[src/rtl/fluxo_ram.sv]
// -----------------------------------------------------------------------------
// fluxo_ram
// Single-port synchronous RAM for the matrix manager's 9-bit words.
// Operand matrices live at addresses 0-49 and the result matrix at 50-74.
// After reset, an internal sweep writes a deterministic image into every word:
// word c holds c for c < PRELOAD_WORDS, and 0 above that. Normal access is
// allowed once the sweep completes and pronto is high.
//
// Ports:
//   clk           rising-edge clock
//   rst_n         asynchronous active-low reset
//   endereco      read/write address (ADDR_W bits)
//   dado_entrada  write data (DATA_W bits)
//   grava         write enable; 1 = write on this edge
//   dado_saida    registered read data, read-first, one-cycle latency
//   pronto        high once the init sweep is complete
// -----------------------------------------------------------------------------
module fluxo_ram #(
    parameter int DATA_W        = 9,
    parameter int ADDR_W        = 8,
    parameter int DEPTH         = 256,
    parameter int PRELOAD_WORDS = 50
) (
    input  logic              clk,
    input  logic              rst_n,
    input  logic [ADDR_W-1:0] endereco,
    input  logic [DATA_W-1:0] dado_entrada,
    input  logic              grava,
    output logic [DATA_W-1:0] dado_saida,
    output logic              pronto
);

    localparam int IDX_W = (DEPTH > 1) ? $clog2(DEPTH) : 1;

    // Constants at the sweep counter's width so every compare is width-matched.
    localparam logic [ADDR_W:0] DEPTH_C   = (ADDR_W+1)'(DEPTH);
    localparam logic [ADDR_W:0] LAST_C    = (ADDR_W+1)'(DEPTH - 1);
    localparam logic [ADDR_W:0] PRELOAD_C = (ADDR_W+1)'(PRELOAD_WORDS);

    typedef enum logic {
        ST_SWEEP,
        ST_READY
    } state_t;

    state_t              state;
    state_t              state_nxt;
    logic [ADDR_W:0]     sweep_cnt;     // one bit wider than the address so it can reach DEPTH
    logic [DATA_W-1:0]   mem [DEPTH];

    logic                in_range;
    logic [DATA_W-1:0]   preload_word;
    logic                mem_we;
    logic [IDX_W-1:0]    mem_wa;
    logic [DATA_W-1:0]   mem_wd;

    assign in_range = ({1'b0, endereco} < DEPTH_C);
    assign pronto   = (state == ST_READY);

    // -------------------------------------------------------------------------
    // Sweep control: state register plus counter
    // -------------------------------------------------------------------------
    // NOTE: sequential state uses non-blocking (<=) so every flop samples
    // pre-edge values; combinational blocks use blocking (=).
    always_ff @(posedge clk or negedge rst_n) begin
        if (!rst_n) begin
            state     <= ST_SWEEP;
            sweep_cnt <= '0;
        end else begin
            state <= state_nxt;
            if (state == ST_SWEEP) begin
                sweep_cnt <= sweep_cnt + 1'b1;
            end
        end
    end

    // NOTE: every variable gets a default at the top of the block so no path
    // leaves it unassigned, which would infer a latch.
    always_comb begin
        state_nxt = state;
        if (state == ST_SWEEP && sweep_cnt == LAST_C) begin
            state_nxt = ST_READY;   // last word written on this edge
        end
    end

    // -------------------------------------------------------------------------
    // Single write port: the sweep owns it until pronto, then the user does.
    // -------------------------------------------------------------------------
    always_comb begin
        preload_word = '0;
        if (sweep_cnt < PRELOAD_C) begin
            preload_word = DATA_W'(sweep_cnt);
        end
    end

    always_comb begin
        mem_we = 1'b0;
        mem_wa = '0;
        mem_wd = '0;
        if (state == ST_SWEEP) begin
            // Held off while rst_n is low so reset itself never touches the array.
            mem_we = rst_n;
            mem_wa = sweep_cnt[IDX_W-1:0];
            mem_wd = preload_word;
        end else if (grava && in_range) begin
            mem_we = 1'b1;
            mem_wa = endereco[IDX_W-1:0];
            mem_wd = dado_entrada;
        end
    end

    // NOTE: the array has no reset so it maps onto RAM macros; its contents
    // are defined by the post-reset sweep instead.
    always_ff @(posedge clk) begin
        if (mem_we) begin
            mem[mem_wa] <= mem_wd;
        end
    end

    // -------------------------------------------------------------------------
    // Registered read. The array write is non-blocking, so this samples the
    // word as it was before any write on the same edge (read-first).
    // -------------------------------------------------------------------------
    always_ff @(posedge clk or negedge rst_n) begin
        if (!rst_n) begin
            dado_saida <= '0;
        end else if (state == ST_READY && in_range) begin
            dado_saida <= mem[endereco[IDX_W-1:0]];
        end else begin
            dado_saida <= '0;
        end
    end

endmodule

[config.mk]
export PLATFORM = sky130hd
export DESIGN_NAME = fluxo_ram
export DESIGN_NICKNAME = d
export VERILOG_FILES = /design/src/rtl/fluxo_ram.sv
export SDC_FILE = /design/constraint.sdc
export NUM_CORES = 2
export LEC_CHECK = 0
export CORE_MARGIN = 1.5
export CORE_UTILIZATION = 57
export DETAILED_ROUTE_END_ITERATION = 10
export GPL_TIMING_DRIVEN = 0
export PLACE_DENSITY_LB_ADDON = 0.1
export REMOVE_ABC_BUFFERS = 1
export SYNTH_ARGS = -nofsm -noshare
export SYNTH_HDL_FRONTEND = slang
export SYNTH_SLANG_ARGS = --single-unit
[constraint.sdc]
create_clock -name clk -period 11.9 [get_ports clk]
set_input_delay 2.975 -clock clk [delete_from_list [all_inputs] [get_ports clk]]
set_output_delay 2.975 -clock clk [all_outputs]
set_load 0.005 [all_outputs]
Word level (Yosys, flattened, before mapping). Memory sizes are Yosys's and may differ from the RTL's. Cells that the tools add are included.

Output and inout bits: 10. Bits of input ports: 20. RAM bits: 2304. Memories: 1. Register bits: 19.

Reductions and logical operators: 1. Equality and inequality tests: 1. Bitwise gates (word level): 1. $add $sub $neg: 1. Multiplexer cells: 10. $lt $le $gt $ge: 1.

Memory list: mem (depth 256, bits a word 9, read ports 1, clocked after memory_dff 0, write ports 1, line 48) `logic [DATA_W-1:0] mem [DEPTH];`.

Operators by type and width (number): 2-to-1 mux 9 bit (4); 2-to-1 mux 8 bit (2); adder 9 x 1 -> 9 bit (second input constant) (1); equality test 9 x 8 -> 1 bit (second input constant) (1); < comparator 9 x 6 -> 1 bit (second input constant) (1); 2-to-1 mux 1 bit (4); logical AND 1 bit (1); inverter 1 bit (1).

Longest topological paths before layout.
Depth in word-level cells: 4. Gate-level depth with buffers: 12. Mapped depth without buffers: 7.

Worst setup path before layout. Ideal clock, no wire load.

Path type: register to register. Start point: register sweep_cnt[2]. End point: memory mem[0][0], data pin. Path slack: -1.043 ns. Cell stages (with the launch flop): 5. Setup time: 2.187 ns. Arrival: 10.755 ns. Path through: dfrtp_1 -> clkbuf_1 -> nor3_1 -> o21ai_0 -> o21ai_0.

Cells in the longest elaborated chain, start to end: 3.

Ends and longest elaborated chain: from (decl) (line 47) `logic [ADDR_W:0] sweep_cnt;`; from (signal assigned) (line 71) `sweep_cnt <= sweep_cnt + 1'b1;`; < comparator 9 x 6 -> 1 bit (line 90) `if (sweep_cnt < PRELOAD_C) begin`; 2-to-1 mux 9 bit (line 90); 2-to-1 mux 9 bit (line 99) `if (state == ST_SWEEP) begin`; via mem_wd[0] (line 54) `logic [DATA_W-1:0] mem_wd;`; to (decl) (line 48).

The timed path passes the listed nets, and every way through them passes these cells.

Worst setup path after layout.
Start point: input port endereco[0]. End point: register dado_saida[2].

Cells in the longest elaborated chain, start to end: 2.

Ends and longest elaborated chain: from (decl) (line 26) `input logic [ADDR_W-1:0] endereco,`; memory read (256 x 9 bit); 2-to-1 mux 9 bit (line 126) `end else if (state == ST_READY && in_range) begin`; to (signal assigned) (line 127) `dado_saida <= mem[endereco[IDX_W-1:0]];`; to (decl) (line 29) `output logic [DATA_W-1:0] dado_saida,`.

No other way between the ends. A chain may end at the register's enable or synchronous reset.

==> summary.md <==
| Metric | Value |
|---|---|
| Status | finished clean |
| Min cycle time layout | 7220 ps |
| Clock share of power | 41.9% |
| DR iter-0 viols | 5,599 |
| Seq pwr share | 55.2% |
| Vias in the first global route | 44,700 |
| Rel. slew slack | 7.79% |
| CTS tree | yes |
| GPL Wtd Cong | 0.806 |
| CTS buffer count | 225 |
| Die area | 0.163 mm2 |
| First-pass GRT wire length | 326,000 um |
| Avg WL per Cell | 32.9 um |
| Die height | 404 um |
| Sequential fraction of the synthesis area | 75.9% |
| Post-synth EDFFs | 2,304 |
| Worst-Skew Late Latency | 850 ps |
| Worst slew pin tran | 1370 ps |
| Met1 Use GR | 40.9% |
| Switching Fraction | 20.5% |
| # nets final | 4,632 |
| YS warnings | 0 |
| Port Buffer Count | 29 |
| Initial antenna violation count | 11 |
| Area occupied by multi-input gates | 0.0200 mm2 |
| Placement-stage cell area | 0.0946 mm2 |
| # hold bufs at CTS | 0 |
| Most frequent cells in the layout | edfxtp_1 (2,304), mux2i_1 (371), nor2_1 (314) |
| Core area | 0.160 mm2 |
| Filler cells | 11,000 |
| Required time worst endpoint | 12,550 ps |
| Final hold slack | 544 ps |
| Final HPWL DP | 141,000 um |
| Worst setup SP type | primary input |
| Most used DFF post-synth | edfxtp_1 |
| Worst Setup End Kind | flop |
| Fmax achieved | 138 MHz |
| TritonCTS Sinks | 2,323 |
| Tcrit/Tclk final | 60.7% |
| Final-report max-slew violation count | 0 |
| Cells along the critical path | buf_8, buf_16, buf_16, buf_16, buf_16, mux4_1, a2111oi_0, a211oi_1, nand4_1, o22ai_1 |
| CTS max path bufs | 3 |
| Area grow syn2layout | 10.6% |
| RSZ-0062 raised after global routing | false |
| Setup TNS | 0 ps |
| Vias/cell | 6.54 |
| Leakage power | 29.0 nW |
| Yosys cell types | 72 |
| Final Hold Viols | 0 |
| Die X | 404 um |
| Mapped cell area | 0.0918 mm2 |
| Worst hold path class | reg -> reg |
| Crit path kind | in -> reg |
| VDD IR max | 0.146 mV |
| Clock Skew | 33.2 ps |
| Post-Syn Instances | 4,559 |
| Core Rows | 147 |
| Most Frequent Cell on Critical Path | buf_16 |
| Largest net degree at the start of global routing | 99 |
| TritonRoute pass-1 iters | 7 |
| Commonest non-fill, non-tap cell in the layout | edfxtp_1 |
| Met2 Use GR | 44.1% |
| PostCTS Resize Cnt | 0 |
| Post-CTS Setup Bufs | 0 |
| Via count | 45,600 |
| Post-route cell area | 0.101 mm2 |
| Synthesized area per cell | 20.1 um2 |
| DRC | 0 |
| Wirelength, routed | 229,000 um |
| Max Cap Viol | 0 |
| Initial core utilization | 57.3% |
| Int Pwr | 12.7 mW |
| Worst path arrival time | 7870 ps |
| Finished Core Util | 63.3% |
| Critical path's slowest cell | a2111oi_0 |
| Final setup vio count | 0 |
| Ports | 30 |
| Comb pwr share | 2.9% |
| Asr flop ratio synth | 0.818% |
| Tot GR Track Use | 28.2% |
| Seq cells post-synth | 2,323 |
| Htree depth | 4 |
| Worst-path fanout max | 77 |
| Congestion Overflow GR | 0 |
| Sequential cell area | 0.0697 mm2 |
| Sw Pwr | 3.29 mW |
| PD cells | 158 mW/mm2 |
| Busiest grt layer | met2 |
| GR Layer Usage met3 | 5.68% |
| Routed Antenna Nets | 0 |
| Worst-path clk slew | 70 ps |
| CTS root buf | clkbuf_16 |
| Crit path largest cell delay | 1070 ps |
| Layout cell share with drive strength beyond 1 | 15.2% |
## metal layers
metal	share of wire (%)	routed length, um
met1	41	94100
met2	48	109000
met3	8.5	19500
met4	2.8	6500
met5	0.026	60
## area by class of cell
type	instances	area share (%)
sequential	2323	68.7
multi-input combinational	1949	19.8
clock buffer	304	5.97
tap	2160	2.66
timing repair buffer	105	2.11
clock inverter	112	0.792
inverter	6	0.0321
antenna	3	0.00740
## worst max-delay path, delay by kind of cell
kind            cells  cell delay (ps)
buf+inv             5             1970
compound gates      3             1660
mux                 1              610
simple gates        1              360
## logic make-up (layout without fill, tap and decap cells)
group	count (synthesis)	count (layout)	share of synthesized area [%]
xor+xnor	7	7	0.0668
simple gates	654	654	3.09
fa+ha+maj	2	2	0.0273
flops	2323	2323	75.9
compound gates	508	508	3.95
buf+inv	287	527	2.45
other cells	0	3	0
mux	778	778	14.5
## power groups by stage
stage	Clock, mW	Sequential, mW	Combinational, mW
after CTS	6.80	8.85	0.466
after floorplan	0	9.03	0.193
final	6.71	8.85	0.466
after global placement	0	9.03	0.922
after global routing	7.09	8.85	0.484
after detailed placement	0	9.03	0.465
## worst paths after layout
check                                      to  slack [ps]         start  cells past startpoint
worst max-delay path            dado_saida[2]        4680   endereco[0]                     10
worst min-delay path             sweep_cnt[8]         540  sweep_cnt[8]                      2
max in group asynchronous              pronto        9150         rst_n                      1
worst max register to register  dado_saida[2]        7090        pronto                      7
min in group asynchronous       dado_saida[6]        2200         rst_n                      1
worst min register to register   sweep_cnt[8]         540  sweep_cnt[8]                      2
## metrics by stage
step	instances	total power, mW	setup slack, ps
final	6962	16.0	4680
after global routing	6959	16.4	4500
after CTS	6958	16.1	4610
after detailed placement	6542	9.49	3720
after global placement	6467	9.95	-39890
after floorplan	4278	9.22	-1250
## cell usage after synthesis, types with 16 or more instances
library cell  number  area [um2]
mux4_2           286        6440
buf_6             26         293
nor3_1            32         160
clkbuf_1          76         285
o221ai_1          81         709
nand3_1           33         165
nand2_1          179         672
buf_1             16        60.1
dfrtp_1           19         475
buf_12            27         541
edfxtp_1        2304       69200
o21ai_0           49         245
buf_8             25         375
mux2i_1          371        3710
mux4_1           119        3130
a211oi_1          48         360
a22oi_1           45         338
buf_2             76         380
o22ai_1          105         657
nor2_1           317        1190
nor4_1            17         106
a21oi_1           74         370
buf_4             25         188
## state kept, by name, summed over array words and instances (netlist names)
register,flops
mem,2304
pronto,1
sweep_cnt,9
dado_saida,9
Note: power is estimated with default switching activity, not from simulation.
